### config.mk
export PLATFORM = sky130hd
export DESIGN_NAME = keypad_scanner
export DESIGN_NICKNAME = d
export VERILOG_FILES = /design/src/rtl/keypad_scanner.sv
export SDC_FILE = /design/constraint.sdc
export NUM_CORES = 1
export LEC_CHECK = 0
export CORE_MARGIN = 2
export CORE_UTILIZATION = 50
export DETAILED_ROUTE_END_ITERATION = 8
export HOLD_SLACK_MARGIN = 0.08
export PLACE_DENSITY_LB_ADDON = 0.3
export SLEW_MARGIN = 20
export SYNTH_ARGS = -nofsm -noshare
export SYNTH_HDL_FRONTEND = slang
export SYNTH_SLANG_ARGS = --single-unit
export TNS_END_PERCENT = 10
### constraint.sdc
create_clock -name clk -period 4.7 [get_ports clk]
set_input_delay 0.94 -clock clk [delete_from_list [all_inputs] [get_ports clk]]
set_output_delay 0.94 -clock clk [all_outputs]
set_load 0.02 [all_outputs]
### src/rtl/keypad_scanner.sv
// keypad_scanner: column-scan front end for a 4x4 active-low matrix keypad.
// Drives one active-low column at a time, synchronizes the row lines, and
// latches a single pressed key as one-hot row/column indices.
//
// Parameters:
//   SCAN_DIV        - cycles each column is driven before its sample point (>= 4)
//   RELEASE_SAMPLES - consecutive absent samples before a release is declared (>= 1)
// Ports:
//   clk         - system clock
//   rst_n       - asynchronous active-low reset
//   rows_n      - row lines, active-low, asynchronous
//   cols_n      - column drive, active-low one-hot
//   key_pressed - high while one key is latched
//   row_idx     - one-hot latched row, 0 when idle
//   col_idx     - one-hot latched column, 0 when idle
// Build option:
//   KEYPAD_SCANNER_PRIORITY_EN - multi-row samples latch the lowest-index row
//                                instead of being rejected as ghosts.
module keypad_scanner #(
  parameter int unsigned SCAN_DIV        = 3000,
  parameter int unsigned RELEASE_SAMPLES = 2
) (
  input  logic       clk,
  input  logic       rst_n,
  input  logic [3:0] rows_n,
  output logic [3:0] cols_n,
  output logic       key_pressed,
  output logic [3:0] row_idx,
  output logic [3:0] col_idx
);

  localparam int unsigned DW = $clog2(SCAN_DIV);
  localparam int unsigned RW = $clog2(RELEASE_SAMPLES + 1);

  typedef enum logic [0:0] {StScan, StHold} state_e;

  state_e          state_q, state_d;
  logic [3:0]      sync1_q, sync2_q;
  logic [1:0]      col_ptr_q, col_ptr_d;
  logic [3:0]      cols_n_q, cols_n_d;
  logic [DW-1:0]   dwell_q, dwell_d;
  logic [RW-1:0]   rel_cnt_q, rel_cnt_d;
  logic            key_q, key_d;
  logic [3:0]      row_q, row_d;
  logic [3:0]      col_q, col_d;

  logic [3:0]      hits;
  logic            sample;
  logic            latch_ok;
  logic [3:0]      latch_row;

  assign hits   = ~sync2_q;
  assign sample = (dwell_q == DW'(SCAN_DIV - 1));

`ifdef KEYPAD_SCANNER_PRIORITY_EN
  // Isolate the lowest set bit: row 0 wins over higher rows.
  assign latch_ok  = (hits != 4'b0000);
  assign latch_row = hits & (~hits + 4'd1);
`else
  // Exactly one bit set; multi-row samples are ghosts.
  assign latch_ok  = (hits != 4'b0000) && ((hits & (hits - 4'd1)) == 4'b0000);
  assign latch_row = hits;
`endif

  always_comb begin
    state_d   = state_q;
    col_ptr_d = col_ptr_q;
    rel_cnt_d = rel_cnt_q;
    key_d     = key_q;
    row_d     = row_q;
    col_d     = col_q;
    dwell_d   = sample ? '0 : dwell_q + 1'b1;

    if (sample) begin
      unique case (state_q)
        StScan: begin
          if (latch_ok) begin
            row_d     = latch_row;
            col_d     = 4'b0001 << col_ptr_q;
            key_d     = 1'b1;
            rel_cnt_d = '0;
            state_d   = StHold;
          end else begin
            col_ptr_d = col_ptr_q + 2'd1;
          end
        end
        StHold: begin
          if ((hits & row_q) != 4'b0000) begin
            rel_cnt_d = '0;
          end else if (rel_cnt_q == RW'(RELEASE_SAMPLES - 1)) begin
            key_d     = 1'b0;
            row_d     = 4'b0000;
            col_d     = 4'b0000;
            rel_cnt_d = '0;
            col_ptr_d = col_ptr_q + 2'd1;
            state_d   = StScan;
          end else begin
            rel_cnt_d = rel_cnt_q + 1'b1;
          end
        end
        default: state_d = StScan;
      endcase
    end

    // Registered so the pins never glitch through the decode.
    cols_n_d = ~(4'b0001 << col_ptr_d);
  end

  always_ff @(posedge clk or negedge rst_n) begin
    if (!rst_n) begin
      state_q   <= StScan;
      sync1_q   <= 4'b1111;
      sync2_q   <= 4'b1111;
      col_ptr_q <= 2'd0;
      cols_n_q  <= 4'b1110;
      dwell_q   <= '0;
      rel_cnt_q <= '0;
      key_q     <= 1'b0;
      row_q     <= 4'b0000;
      col_q     <= 4'b0000;
    end else begin
      state_q   <= state_d;
      sync1_q   <= rows_n;
      sync2_q   <= sync1_q;
      col_ptr_q <= col_ptr_d;
      cols_n_q  <= cols_n_d;
      dwell_q   <= dwell_d;
      rel_cnt_q <= rel_cnt_d;
      key_q     <= key_d;
      row_q     <= row_d;
      col_q     <= col_d;
    end
  end

  assign cols_n      = cols_n_q;
  assign key_pressed = key_q;
  assign row_idx     = row_q;
  assign col_idx     = col_q;

endmodule

==> flow_summary.json <==
{
  "outcome": "completed",
  "synth_compound_area_frac": 0.103,
  "cts_resized": 0,
  "worst_slew_pin_slew_ps": 773,
  "cp_num_buf_inv": 1,
  "worstPathCellList": "clkdlybuf4s50_1",
  "cts_root_buf": "clkbuf_4",
  "grt_pass1_vias": 1122,
  "synthToLayoutAreaGrowth_pct": 17.8,
  "drv_cap": 0,
  "fin_skew_ps": 15.3,
  "row_count": 21,
  "r2r_cells": 5,
  "syn_avg_cell_area_um2": 11.5,
  "h-tree-depth": 2,
  "antenna_cells": 0,
  "critPathLaunchType": "flip-flop",
  "hold_buffers": 0,
  "nFillCells": 288,
  "drt_pass1_iterations": 4,
  "worstSetupEndpointType": "output port",
  "finalWeightedCongestion": 0.865,
  "syn_area_um2": 1730,
  "clk_pin_slew_ps": 120,
  "hold_viol_final": 0,
  "crit_slowest_cell": "clkdlybuf4s50_1",
  "hold_path_depth": 0,
  "ir_drop_v": 0.000180,
  "ctsLongestPathBuffers": 2,
  "drtAntennaViolNets": 0,
  "synth_top_family_by_area": "simple AND/OR/NAND/NOR gates",
  "finalMaxSlewViolations": 0,
  "clkLatencyLatePin_ps": 360,
  "powerDensity_nw_per_um2": 275,
  "cts_buffers": 5,
  "worstPathRequired_ps": 3760,
  "multiInputGateArea_um2": 712,
  "rrSetupSlack_ps": 2390,
  "synth_area_leader_cell": "dfrtp_1",
  "r2r-start": "sync2_q[3]",
  "period_minus_slack_ps": 2430,
  "core_area_um2": 3340,
  "track_usage": 0.177,
  "ys_seq_elements": 38,
  "hold_start": "sync1_q[2]",
  "fin_util": 0.610,
  "dpl.hpwl_um": 2110,
  "power_leakage_nw": 0.900,
  "die_y_um": 62.8,
  "yosys_warnings": 0,
  "portBuffers": 18,
  "regArea_um2": 965,
  "grt_max_degree": 39,
  "worst-path-max-fanout": 1,
  "nets": 183,
  "drtIter0Drc": 67,
  "relSlewSlack": 0.483,
  "synthXorXnorAreaFrac": 0.0557,
  "synthMuxAreaShare": 0.0434,
  "drive_gt1_frac": 0.168,
  "initial_core_util": 0.518,
  "cts_num_sinks": 38,
  "routed_via_density": 5.31,
  "syn_nets": 161,
  "die_w_um": 62.8,
  "critical-path-top-delay-family": "buffers and inverters",
  "syn_inst": 150,
  "overflow": 0,
  "synth_top_area_frac": 0.391,
  "yosys.area_share.simple": 0.169,
  "cpPeakStageDelay_ps": 590,
  "seq_area_frac_synth": 0.558,
  "rsz0062_at_grt": "false",
  "synth-adder-area-share": 0.0362,
  "dieArea_um2": 3940,
  "post_cts_buffers": 0,
  "cts_tree": "done",
  "holdPathEnd": "sync2_q[2]",
  "post-route-drc-count": 0,
  "synth.distinct_cells": 39,
  "pin_count": 19,
  "synthTopCellsByArea": "dfrtp_1 39%, dfstp_2 17%, nor2_1 3.7%",
  "critical_path_arrival_ps": 1490,
  "routed_wl_um": 3030,
  "hold_path.class": "reg -> reg",
  "vias": 1163,
  "antenna_found_initial": 0,
  "r2r_end": "col_ptr_q[1]",
  "max_freq_ghz": 0.411,
  "setup_viol": 0,
  "drt-wirelength-per-cell_um": 13.8,
  "worstSetupPathType": "reg -> out",
  "grt_pass1_wl_um": 5310,
  "finalCritPeriodShare": 0.517,
  "final.setup.tns_ps": 0
}
## registers in the layout, indices dropped and copies added, names as in the netlist
signal,flops
dwell_q,12
col_idx,4
cols_n,4
row_idx,4
sync1_q,4
sync2_q,4
col_ptr_q,2
rel_cnt_q,2
key_pressed,1
state_q,1
## cells in the final DEF (no fill, tap or decap), types with 2 or more instances in the layout
cell / netlist / routed
dfrtp_1: 27 / 27
clkdlybuf4s50_1: 0 / 18
nor2_1: 17 / 17
dfstp_2: 11 / 11
inv_1: 8 / 8
nand3_1: 8 / 8
xor2_1: 7 / 7
nor2b_1: 7 / 7
a31oi_1: 7 / 7
nand2_1: 5 / 5
ha_1: 5 / 5
clkbuf_4: 0 / 5
xnor2_1: 4 / 4
and3_1: 4 / 4
o2bb2ai_1: 4 / 4
mux2_4: 3 / 3
mux2i_1: 3 / 3
and4b_1: 2 / 2
nand2b_1: 2 / 2
o21a_1: 2 / 2
a22o_1: 2 / 2
clkinvlp_4: 0 / 2
buf_4: 0 / 2
## kinds of logic after synthesis
kind of cell	count (synthesis)
xor+xnor	11
fa+ha+maj	5
mux	6
buf+inv	13
simple gates	55
compound gates	22
flops	38
## Yosys cell counts, drive strengths merged
cell type,n
or3b,1
xnor2,4
dfstp,11
a32o,1
mux2i,3
and3,4
nand2,6
nand4,1
dfrtp,27
a2111oi,1
a31oi,7
a22o,2
and2,1
nand3,8
mux2,3
nor2b,7
xor2,7
or2,2
inv,8
nand2b,2
a21bo,1
a21o,1
o2bb2ai,4
nand3b,1
ha,5
nor3b,1
a221o,1
o21a,2
or4,1
and4b,2
clkbuf,2
o21ba,1
a311o,1
nor2,17
nor4,1
buf,3
## worst register-to-register path: cells and delay by family, from the launching register on
kind / cells / cell delay [ps]
and+or+nand+nor: 1 / 220
buffers and inverters: 1 / 60
DFF: 1 / 580
muxes: 1 / 340
AOI/OAI and AO/OA: 2 / 1020
## through the flow
step	worst slack [ps]	hold slack [ps]	std cells	cell area [µm²]	total power, mW
floorplan	2620	345	150	1730	0.346
detailed placement	2420	347	211	1960	0.359
finish	2270	351	219	2040	0.560
global placement	2510	346	211	1960	0.358
global route	2180	352	219	2040	0.583
CTS	2240	351	219	2040	0.568
## how the worst max path moves through the flow
stage | start | to | depth (start not counted)
global placement | dwell_q[0] | col_ptr_q[1] | 6
CTS | cols_n[1] | cols_n[1] | 1
global route | sync2_q[3] | col_ptr_q[1] | 5
detailed placement | sync2_q[3] | col_ptr_q[1] | 5
floorplan | dwell_q[0] | col_ptr_q[1] | 7
finish | cols_n[1] | cols_n[1] | 1
## final cells by class
| type | instances | area share |
|---|---|---|
| timing repair buffer | 20 | 0.0958 |
| clock buffer | 6 | 0.0307 |
| inverter | 8 | 0.0147 |
| multi-input combinational | 99 | 0.350 |
| sequential | 38 | 0.474 |
| tap | 46 | 0.0283 |
| clock inverter | 2 | 0.00737 |
## where the power goes
group / total, mW / leakage (nW) / internal (mW) / switching, mW
logic: 0.0167 / 0.386 / 0.00622 / 0.0105
clock network: 0.207 / 0.0356 / 0.0902 / 0.117
registers: 0.336 / 0.479 / 0.333 / 0.00280
total: 0.560 / 0.900 / 0.430 / 0.130
## layer usage
layer  vias up  wire (µm)  track usage
li1        562          -            -
met1       577       1520        0.238
met2        19       1330        0.258
met3         5        106       0.0468
met4         0         71        0.100
met5         -          0            0
Power figures use the tool's default switching activity.
